File: config.mk
export PLATFORM = sky130hd
export DESIGN_NAME = keypad_scan
export DESIGN_NICKNAME = d
export VERILOG_FILES = /design/src/rtl/keypad_scan.sv
export SDC_FILE = /design/constraint.sdc
export NUM_CORES = 1
export LEC_CHECK = 0
export BUFFER_PORTS_ARGS = -buffer_cell sky130_fd_sc_hd__buf_2
export CAP_MARGIN = 20
export CORE_ASPECT_RATIO = 1.4
export CORE_MARGIN = 2
export CORE_UTILIZATION = 50
export DETAILED_ROUTE_END_ITERATION = 12
export PLACE_DENSITY = 0.68
export SLEW_MARGIN = 20
export SYNTH_ARGS = -nofsm -noshare
export SYNTH_HDL_FRONTEND = slang
export SYNTH_SLANG_ARGS = --single-unit
File: constraint.sdc
create_clock -name sys_clk -period 3.6 [get_ports sys_clk]
set_clock_uncertainty 0.15 [all_clocks]
set_input_delay 0.18 -clock sys_clk [delete_from_list [all_inputs] [get_ports sys_clk]]
set_output_delay 0.18 -clock sys_clk [all_outputs]
set_load 0.1 [all_outputs]
File: src/rtl/keypad_scan.sv
// 4x4 active-low matrix keypad scanner: row strobing, per-frame press classification,
// frame-level debounce FSM producing one key_valid pulse per accepted press.
module keypad_scan #(
    parameter int SCAN_DIV        = 100_000,
    parameter int DEBOUNCE_FRAMES = 4
) (
    input  logic       sys_clk,
    input  logic       sys_rst_n,
    input  logic [3:0] key_col,
    output logic [3:0] key_row,
    output logic [3:0] key_code,
    output logic       key_valid,
    output logic       key_pressed
);
    localparam int DIV_W = (SCAN_DIV > 1) ? $clog2(SCAN_DIV) : 1;
    localparam int CNT_W = $clog2(DEBOUNCE_FRAMES + 1);
    localparam logic [DIV_W-1:0] DIV_LAST = DIV_W'(SCAN_DIV - 1);
    localparam logic [CNT_W-1:0] CNT_DONE = CNT_W'(DEBOUNCE_FRAMES);
    localparam logic [CNT_W-1:0] CNT_ONE  = CNT_W'(1);

    typedef enum logic [1:0] {
        S_IDLE,
        S_DEBOUNCE,
        S_PRESSED,
        S_RELEASE
    } state_t;

    logic [3:0]       col_p0, col_p1;
    logic [DIV_W-1:0] div;
    logic [1:0]       row_idx;
    logic             tick, frame_end;

    logic [3:0] row_low;
    logic [2:0] row_cnt;
    logic [1:0] row_col;
    logic [3:0] row_code;
    logic       row_one, row_multi;

    logic       acc_hit, acc_multi;
    logic [3:0] acc_code;
    logic       frame_one, frame_multi, frame_none;
    logic [3:0] frame_code;

    state_t           state, state_n;
    logic [3:0]       cand, cand_n, code_n;
    logic [CNT_W-1:0] cnt, cnt_n;
    logic             valid_n, pressed_n;

    // Stage p0/p1: two-flop column synchronizer (idle columns read high)
    always_ff @(posedge sys_clk or negedge sys_rst_n) begin
        if (!sys_rst_n) begin
            col_p0 <= 4'hF;
            col_p1 <= 4'hF;
        end else begin
            col_p0 <= key_col;
            col_p1 <= col_p0;
        end
    end

    assign tick      = (div == DIV_LAST);
    assign frame_end = tick && (row_idx == 2'd3);

    always_ff @(posedge sys_clk or negedge sys_rst_n) begin
        if (!sys_rst_n) begin
            div     <= '0;
            row_idx <= 2'd0;
            key_row <= 4'b1110;
        end else begin
            div <= tick ? '0 : div + 1'b1;
            if (tick) begin
                row_idx <= row_idx + 2'd1;
                key_row <= ~(4'b0001 << (row_idx + 2'd1));
            end
        end
    end

    always_comb begin
        row_low = ~col_p1;
        row_cnt = '0;
        row_col = '0;
        for (int c = 0; c < 4; c++) begin
            if (row_low[c]) begin
                row_cnt = row_cnt + 3'd1;
                row_col = 2'(c);
            end
        end
    end

    assign row_one   = (row_cnt == 3'd1);
    assign row_multi = (row_cnt > 3'd1);
    assign row_code  = {row_idx, row_col};

    // Frame result folds in the row being sampled on this tick, so row 3 counts too.
    assign frame_multi = acc_multi | row_multi | (acc_hit & row_one);
    assign frame_one   = !frame_multi && (acc_hit || row_one);
    assign frame_none  = !frame_multi && !frame_one;
    assign frame_code  = acc_hit ? acc_code : row_code;

    always_ff @(posedge sys_clk or negedge sys_rst_n) begin
        if (!sys_rst_n) begin
            acc_hit   <= 1'b0;
            acc_multi <= 1'b0;
            acc_code  <= 4'd0;
        end else if (tick) begin
            if (row_idx == 2'd3) begin
                acc_hit   <= 1'b0;
                acc_multi <= 1'b0;
                acc_code  <= 4'd0;
            end else begin
                acc_multi <= frame_multi;
                acc_hit   <= acc_hit | row_one;
                if (row_one && !acc_hit) begin
                    acc_code <= row_code;
                end
            end
        end
    end

    always_comb begin
        state_n   = state;
        cand_n    = cand;
        cnt_n     = cnt;
        code_n    = key_code;
        valid_n   = 1'b0;
        pressed_n = key_pressed;
        if (frame_end) begin
            case (state)
                S_IDLE: begin
                    if (frame_one) begin
                        cand_n  = frame_code;
                        cnt_n   = CNT_ONE;
                        state_n = S_DEBOUNCE;
                    end
                end
                S_DEBOUNCE: begin
                    if (frame_one && frame_code == cand) begin
                        cnt_n = cnt + 1'b1;
                        if (cnt_n == CNT_DONE) begin
                            code_n    = cand;
                            valid_n   = 1'b1;
                            pressed_n = 1'b1;
                            state_n   = S_PRESSED;
                        end
                    end else if (frame_one) begin
                        cand_n = frame_code;
                        cnt_n  = CNT_ONE;
                    end else begin
                        state_n = S_IDLE;
                    end
                end
                S_PRESSED: begin
                    if (!(frame_one && frame_code == key_code)) begin
                        pressed_n = 1'b0;
                        cnt_n     = frame_none ? CNT_ONE : '0;
                        state_n   = S_RELEASE;
                    end
                end
                S_RELEASE: begin
                    if (frame_none) begin
                        cnt_n = cnt + 1'b1;
                        if (cnt_n == CNT_DONE) begin
                            state_n = S_IDLE;
                        end
                    end else begin
                        cnt_n = '0;
                    end
                end
                default: state_n = S_IDLE;
            endcase
        end
    end

    always_ff @(posedge sys_clk or negedge sys_rst_n) begin
        if (!sys_rst_n) begin
            state       <= S_IDLE;
            cand        <= 4'd0;
            cnt         <= '0;
            key_code    <= 4'd0;
            key_valid   <= 1'b0;
            key_pressed <= 1'b0;
        end else begin
            state       <= state_n;
            cand        <= cand_n;
            cnt         <= cnt_n;
            key_code    <= code_n;
            key_valid   <= valid_n;
            key_pressed <= pressed_n;
        end
    end

endmodule

### Word-level counts from Yosys, hierarchy flattened

Cells that the tools add are included.
W data, S select, Z words.

* register bits: 52
* bits of input ports: 6
* output and inout bits: 10
* logic and storage cells: 104

* $add $sub $neg: 6
* $lt $le $gt $ge: 1
* equality and inequality tests: 18
* shift-type cells: 1
* mux-type cells: 38
* bitwise operators: 6
* reduce and logical (&&, ||, !) cells: 20

Operator list (number)
* $mux W3: 7
* $mux W4: 5
* $mux W2: 9
* $add A17 B1 Y17 const B: 1
* $eq A17 B17 Y1 const B: 1
* $mux W17: 1
* $ne A2 B2 Y1 const B: 7
* $add A3 B1 Y3 const B: 4
* $mux W1: 12
* $pmux W3 S4: 1
* $eq A4 B4 Y1: 2
* $not A4 Y4: 2
* $pmux W2 S4: 1
* $pmux W4 S2: 1
* $reduce_and A7 Y1: 1
* $eq A2 B2 Y1 const B: 3
* $logic_and A1 B1 Y1: 6
* $ne A3 B3 Y1 const B: 2
* $reduce_bool A2 Y1: 3
* $reduce_and A5 Y1: 1
* $reduce_and A2 Y1: 2
* $reduce_and A4 Y1: 1
* $shl A1 B2 Y4 const A: 1
* $eq A3 B1 Y1 const B: 1
* other kinds (11): 15

### Logic depth before layout (Yosys ltp)

* depth in word-level cells: 18
* gate-level depth with buffers: 11
* gate-level depth less buffers: 11

### Least setup slack after synthesis

No wires, ideal clock.

* kind: register -> register
* start point: register col_p1[0]
* end point: register state[0]
* setup time: 125 ps
* arrival time: 2719 ps
* required time: 3325 ps
* setup slack: 606 ps
* stages on the path, launching flop included: 10
* path buffers: 0
* period minus slack after synthesis: 2994 ps
* cells stage by stage: dfstp_2 > inv_1 > ha_1 > xnor2_1 > ha_1 > nor4b_1 > mux2i_1 > a21oi_2 > a41oi_1 > mux2_2

* cells in the longest elaborated chain, start to end: 17
* elaborated cells between the ends (all ways): 28
* classes of those cells: add/sub: 3; order compare: 1; eq/ne: 6; mux: 6; bitwise: 4; reduce/logical: 8

Ends and longest elaborated chain
* start: declaration: line 28 `logic [3:0] col_p0, col_p1;`
* start signal: assignment: line 56 `col_p1 <= col_p0;`
* $not A4 Y4 (*): line 78 `row_low = ~col_p1;`
* $mux W1 (*): line 82 `if (row_low[c]) begin`
* $add A3 B1 Y3: line 83 `row_cnt = row_cnt + 3'd1;`
* $mux W3 (*): line 82
* $add A3 B1 Y3: line 83
* $mux W3 (*): line 82
* $add A3 B1 Y3: line 83
* $mux W3 (*): line 82
* $gt A3 B1 Y1 or $eq A3 B1 Y1 (tied branches): line 90, 89
* $or A1 B1 Y1 or $and A1 B1 Y1 (tied branches): line 94 `assign frame_multi = acc_multi | row_multi | (acc_hit & row_one);`
* $or A1 B1 Y1: line 94
* $logic_not A1 Y1: line 95, 96
* $logic_and A1 B1 Y1: line 95 `assign frame_one = !frame_multi && (acc_hit || row_one);`
* $logic_not A1 Y1: line 96 `assign frame_none = !frame_multi && !frame_one;`
* $logic_and A1 B1 Y1: line 96
* $ne A2 B2 Y1 (no source line)
* $reduce_and A7 Y1 (no source line)
* end signal: assignment: line 182 `state <= state_n;`
* end: declaration: line 44 `state_t state, state_n;`

Mark *: on every way between the ends. The rest lies on a longest branch, timed or not.
A chain may end at the register's enable or synchronous reset.

### Worst setup path in the final report

* start point: register col_p1[0]
* end point: register acc_code[3]

* cells in the longest elaborated chain, start to end: 12

Ends and longest elaborated chain
* $not A4 Y4 (*): line 78
* $mux W1 (*): line 82
* $add A3 B1 Y3: line 83
* $mux W3 (*): line 82
* $add A3 B1 Y3: line 83
* $mux W3 (*): line 82
* $add A3 B1 Y3: line 83
* $mux W3 (*): line 82
* $eq A3 B1 Y1 (*): line 89 `assign row_one = (row_cnt == 3'd1);`
* $logic_and A1 B1 Y1 (*): line 112 `if (row_one && !acc_hit) begin`
* $reduce_bool A2 Y1 (no source line) (*)
* $reduce_and A2 Y1 (no source line) (*)
* end signal: assignment: line 113 `acc_code <= row_code;`
* end: declaration: line 40 `logic [3:0] acc_code;`

Marked as above.

==> results.md <==
- Outcome: finished clean
- Fin Setup TNS: 0 ns
- Startpoint Class: flop
- CTS clk-pin slew, worst paths: 0.10 ns
- Most common cell after layout, fill and taps aside: dfrtp_1
- Gr ovfl total: 0
- IR drop worst, VDD: 243 uV
- Worst R2R Start: col_p1[0]
- Drc violations: 0
- Crit share post-route: 87.6%
- Antenna violations before repair: 0
- Via/cell ratio: 5.44
- Core area: 5200 um2
- CTS tree: done
- Net count after synthesis: 275
- Final HPWL DP: 3.83 mm
- Dpl cells: 334
- Worst R2R Path Depth: 10
- Top FF cell, synth: dfrtp_1
- DRT iter0 DRCs: 93
- Largest net degree at the start of global routing: 31
- Post-DRT Antenna Nets: 0
- Max_cap viols: 0
- I/O pin total: 16
- Post-Route WL: 5.02 mm
- H-tree Lvls: 2
- CP endpoint kind: flop
- CP max FO: 6
- Gpl congestion: 0.880
- Setup CP Type: flop to flop
- Finished Layout Cells: 347
- Routed vias: 1886
- Hold path endpoint: col_p1[3]
- Worst-Margin Slew: 0.680 ns
- Gr usage total: 18.1%
- Mapped cell area: 2730 um2
- Vias in the first global route: 1880
- Max Freq: 317 MHz
- Initial cell density of the core: 52.4%
- Min Tclk post-route: 3.15 ns
- Die ar.: 6070 um2
- R2r endpoint: acc_code[3]
- Hold Crit Depth: 0
- Slew Viols, Final: 0
- Synth area leaders: dfrtp_1 38%, dfstp_2 11%, ha_1 6.0%
- Endpoints failing hold: 0
- WL per Instance: 14.5 um
- RSZ-0062 raised after global routing: false
- Area occupied by multi-input gates: 1350 um2
- Post-CTS Resized: 0
- Yosys warns: 0
- Power per cell area: 350 nW/um2
- Hold Startpoint: col_p0[3]
- Distinct cells, synth: 49
- Seq cells post-synth: 52
- Post-synth ARST share: 100%
- Worst Hold Class: flop to flop
- Clock Sinks: 52
- # setup viols final: 0
- Register area: 1320 um2
- CTS max path bufs: 2
- Yosys top cell area share: 37.6%
- Layout Nets: 299
- Leakage: 1.42 nW
- Req. time, crit path: 3.64 ns
- Cells after synthesis: 256
- Post-synthesis sequential area ratio: 48.3%
- Die Wd: 66.4 um
- N_diodes: 0
- TritonRoute pass-1 iters: 4
- Row cnt: 31
- Layout cells sized above 1: 18.9%
- Global-route wire length before repair: 8.51 mm
- Fillers: 477
- Worst EP arrival: 3.20 ns
- Cell taking the most area after synthesis: dfrtp_1
- Clk_lat worst skew: 0.30 ns
- Die height: 91.4 um
- Most frequent cells in the layout: 41 x dfrtp_1, 21 x nand2_1, 18 x nor2_1, 16 x o21ai_0
- CTS root buffer: clkbuf_8
- End-of-flow core utilization: 58.7%
- Post-synth EDFFs: 0
- Port bufs: 15
- P&R area growth vs syn: 12.0%
- Worst setup path start: col_p1[0]
- Synth Area per Inst: 10.6 um2
- CTS Buf Count: 5
- Slew margin rel.: 54.7%
- R2r setup slk: 0.45 ns
how the worst max path moves through the flow:
| stage | endpoint | cells after the start | slack, ns |
|---|---|---|---|
| finish | acc_code[3] | 10 | 0.45 |
| global route | state[0] | 9 | 0.19 |
| CTS | state[0] | 9 | 0.41 |
| detailed placement | state[0] | 9 | 0.42 |
| global placement | state[0] | 9 | 0.52 |
| floorplan | state[0] | 9 | 0.61 |
cell type report:
cell class / count / area share [%]
timing repair buffer: 23 / 4.84
multi-input combinational: 187 / 44.2
sequential: 52 / 43.1
clock buffer: 7 / 3.52
inverter: 11 / 1.35
clock inverter: 1 / 0.287
tap: 66 / 2.70
flip-flops by register name, summed over array words and instances (netlist names), named ones only:
register     count
div             17
acc_code         4
cand             4
col_p0           4
col_p1           4
key_code         4
key_row          4
cnt              3
row_idx          2
acc_hit          1
acc_multi        1
key_pressed      1
key_valid        1
state            1
synth_stat cells (2+ instances only):
master / instances
a21oi_1: 3
a31oi_1: 4
a41oi_1: 2
and2_1: 3
and3_1: 7
buf_2: 2
clkbuf_1: 3
dfrtp_1: 41
dfstp_2: 11
ha_1: 13
inv_1: 11
mux2_2: 7
mux2i_1: 6
nand2_1: 21
nand3_1: 12
nand4_1: 5
nand4b_1: 2
nor2_1: 18
nor2b_1: 5
nor3_1: 4
nor4_1: 4
o21ai_0: 16
o2bb2ai_1: 4
or2_2: 2
or3_1: 2
xnor2_1: 11
xor2_1: 15
worst max-delay path, cell delays in order (launching register included):
cell,delay (ns)
dfstp_2,0.54
inv_1,0.04
ha_1,0.35
xnor2_1,0.27
ha_1,0.31
xor2_1,0.09
or3_1,0.31
a311o_1,0.40
nor2_1,0.09
o21ai_0,0.16
mux2_2,0.32
cells by family after synthesis:
kind of cell	share of synthesized area [%]
AO/OA/AOI/OAI	9.18
XOR/XNOR	9.18
adder cells (fa/ha/maj)	5.97
buffers and inverters	2.43
flip-flops	48.3
multiplexers	5.51
AND/OR/NAND/NOR	19.5
what timing repair did:
action | in CTS | in global routing
hold buffers | 5 | 0
hold endpoints to repair | 22 | 0
setup buffers | 0 | 0
stage by stage:
step	power, mW	setup WS, ns	cell area [um2]	hold WS (ns)
after floorplan	0.659	0.606	2730	-0.266
after global placement	0.686	0.519	2890	0.0956
after detailed placement	0.688	0.421	2890	0.105
after CTS	1.08	0.411	3050	0.211
after global routing	1.12	0.188	3050	0.214
final	1.07	0.447	3050	0.210
metal layers:
layer / global-route usage [%] / vias up / wire length [um]
met5: 0 / - / 0
met3: 3.10 / 9 / 86
li1: - / 953 / -
met4: 6.29 / 0 / 96
met1: 21.1 / 909 / 2150
met2: 32.4 / 15 / 2690
report_power, final:
part	switching, mW	internal (mW)	total, mW
logic	0.0472	0.0352	0.0824
clock network	0.189	0.200	0.388
registers	0.00491	0.592	0.597
Power figures use the tool's default switching activity.
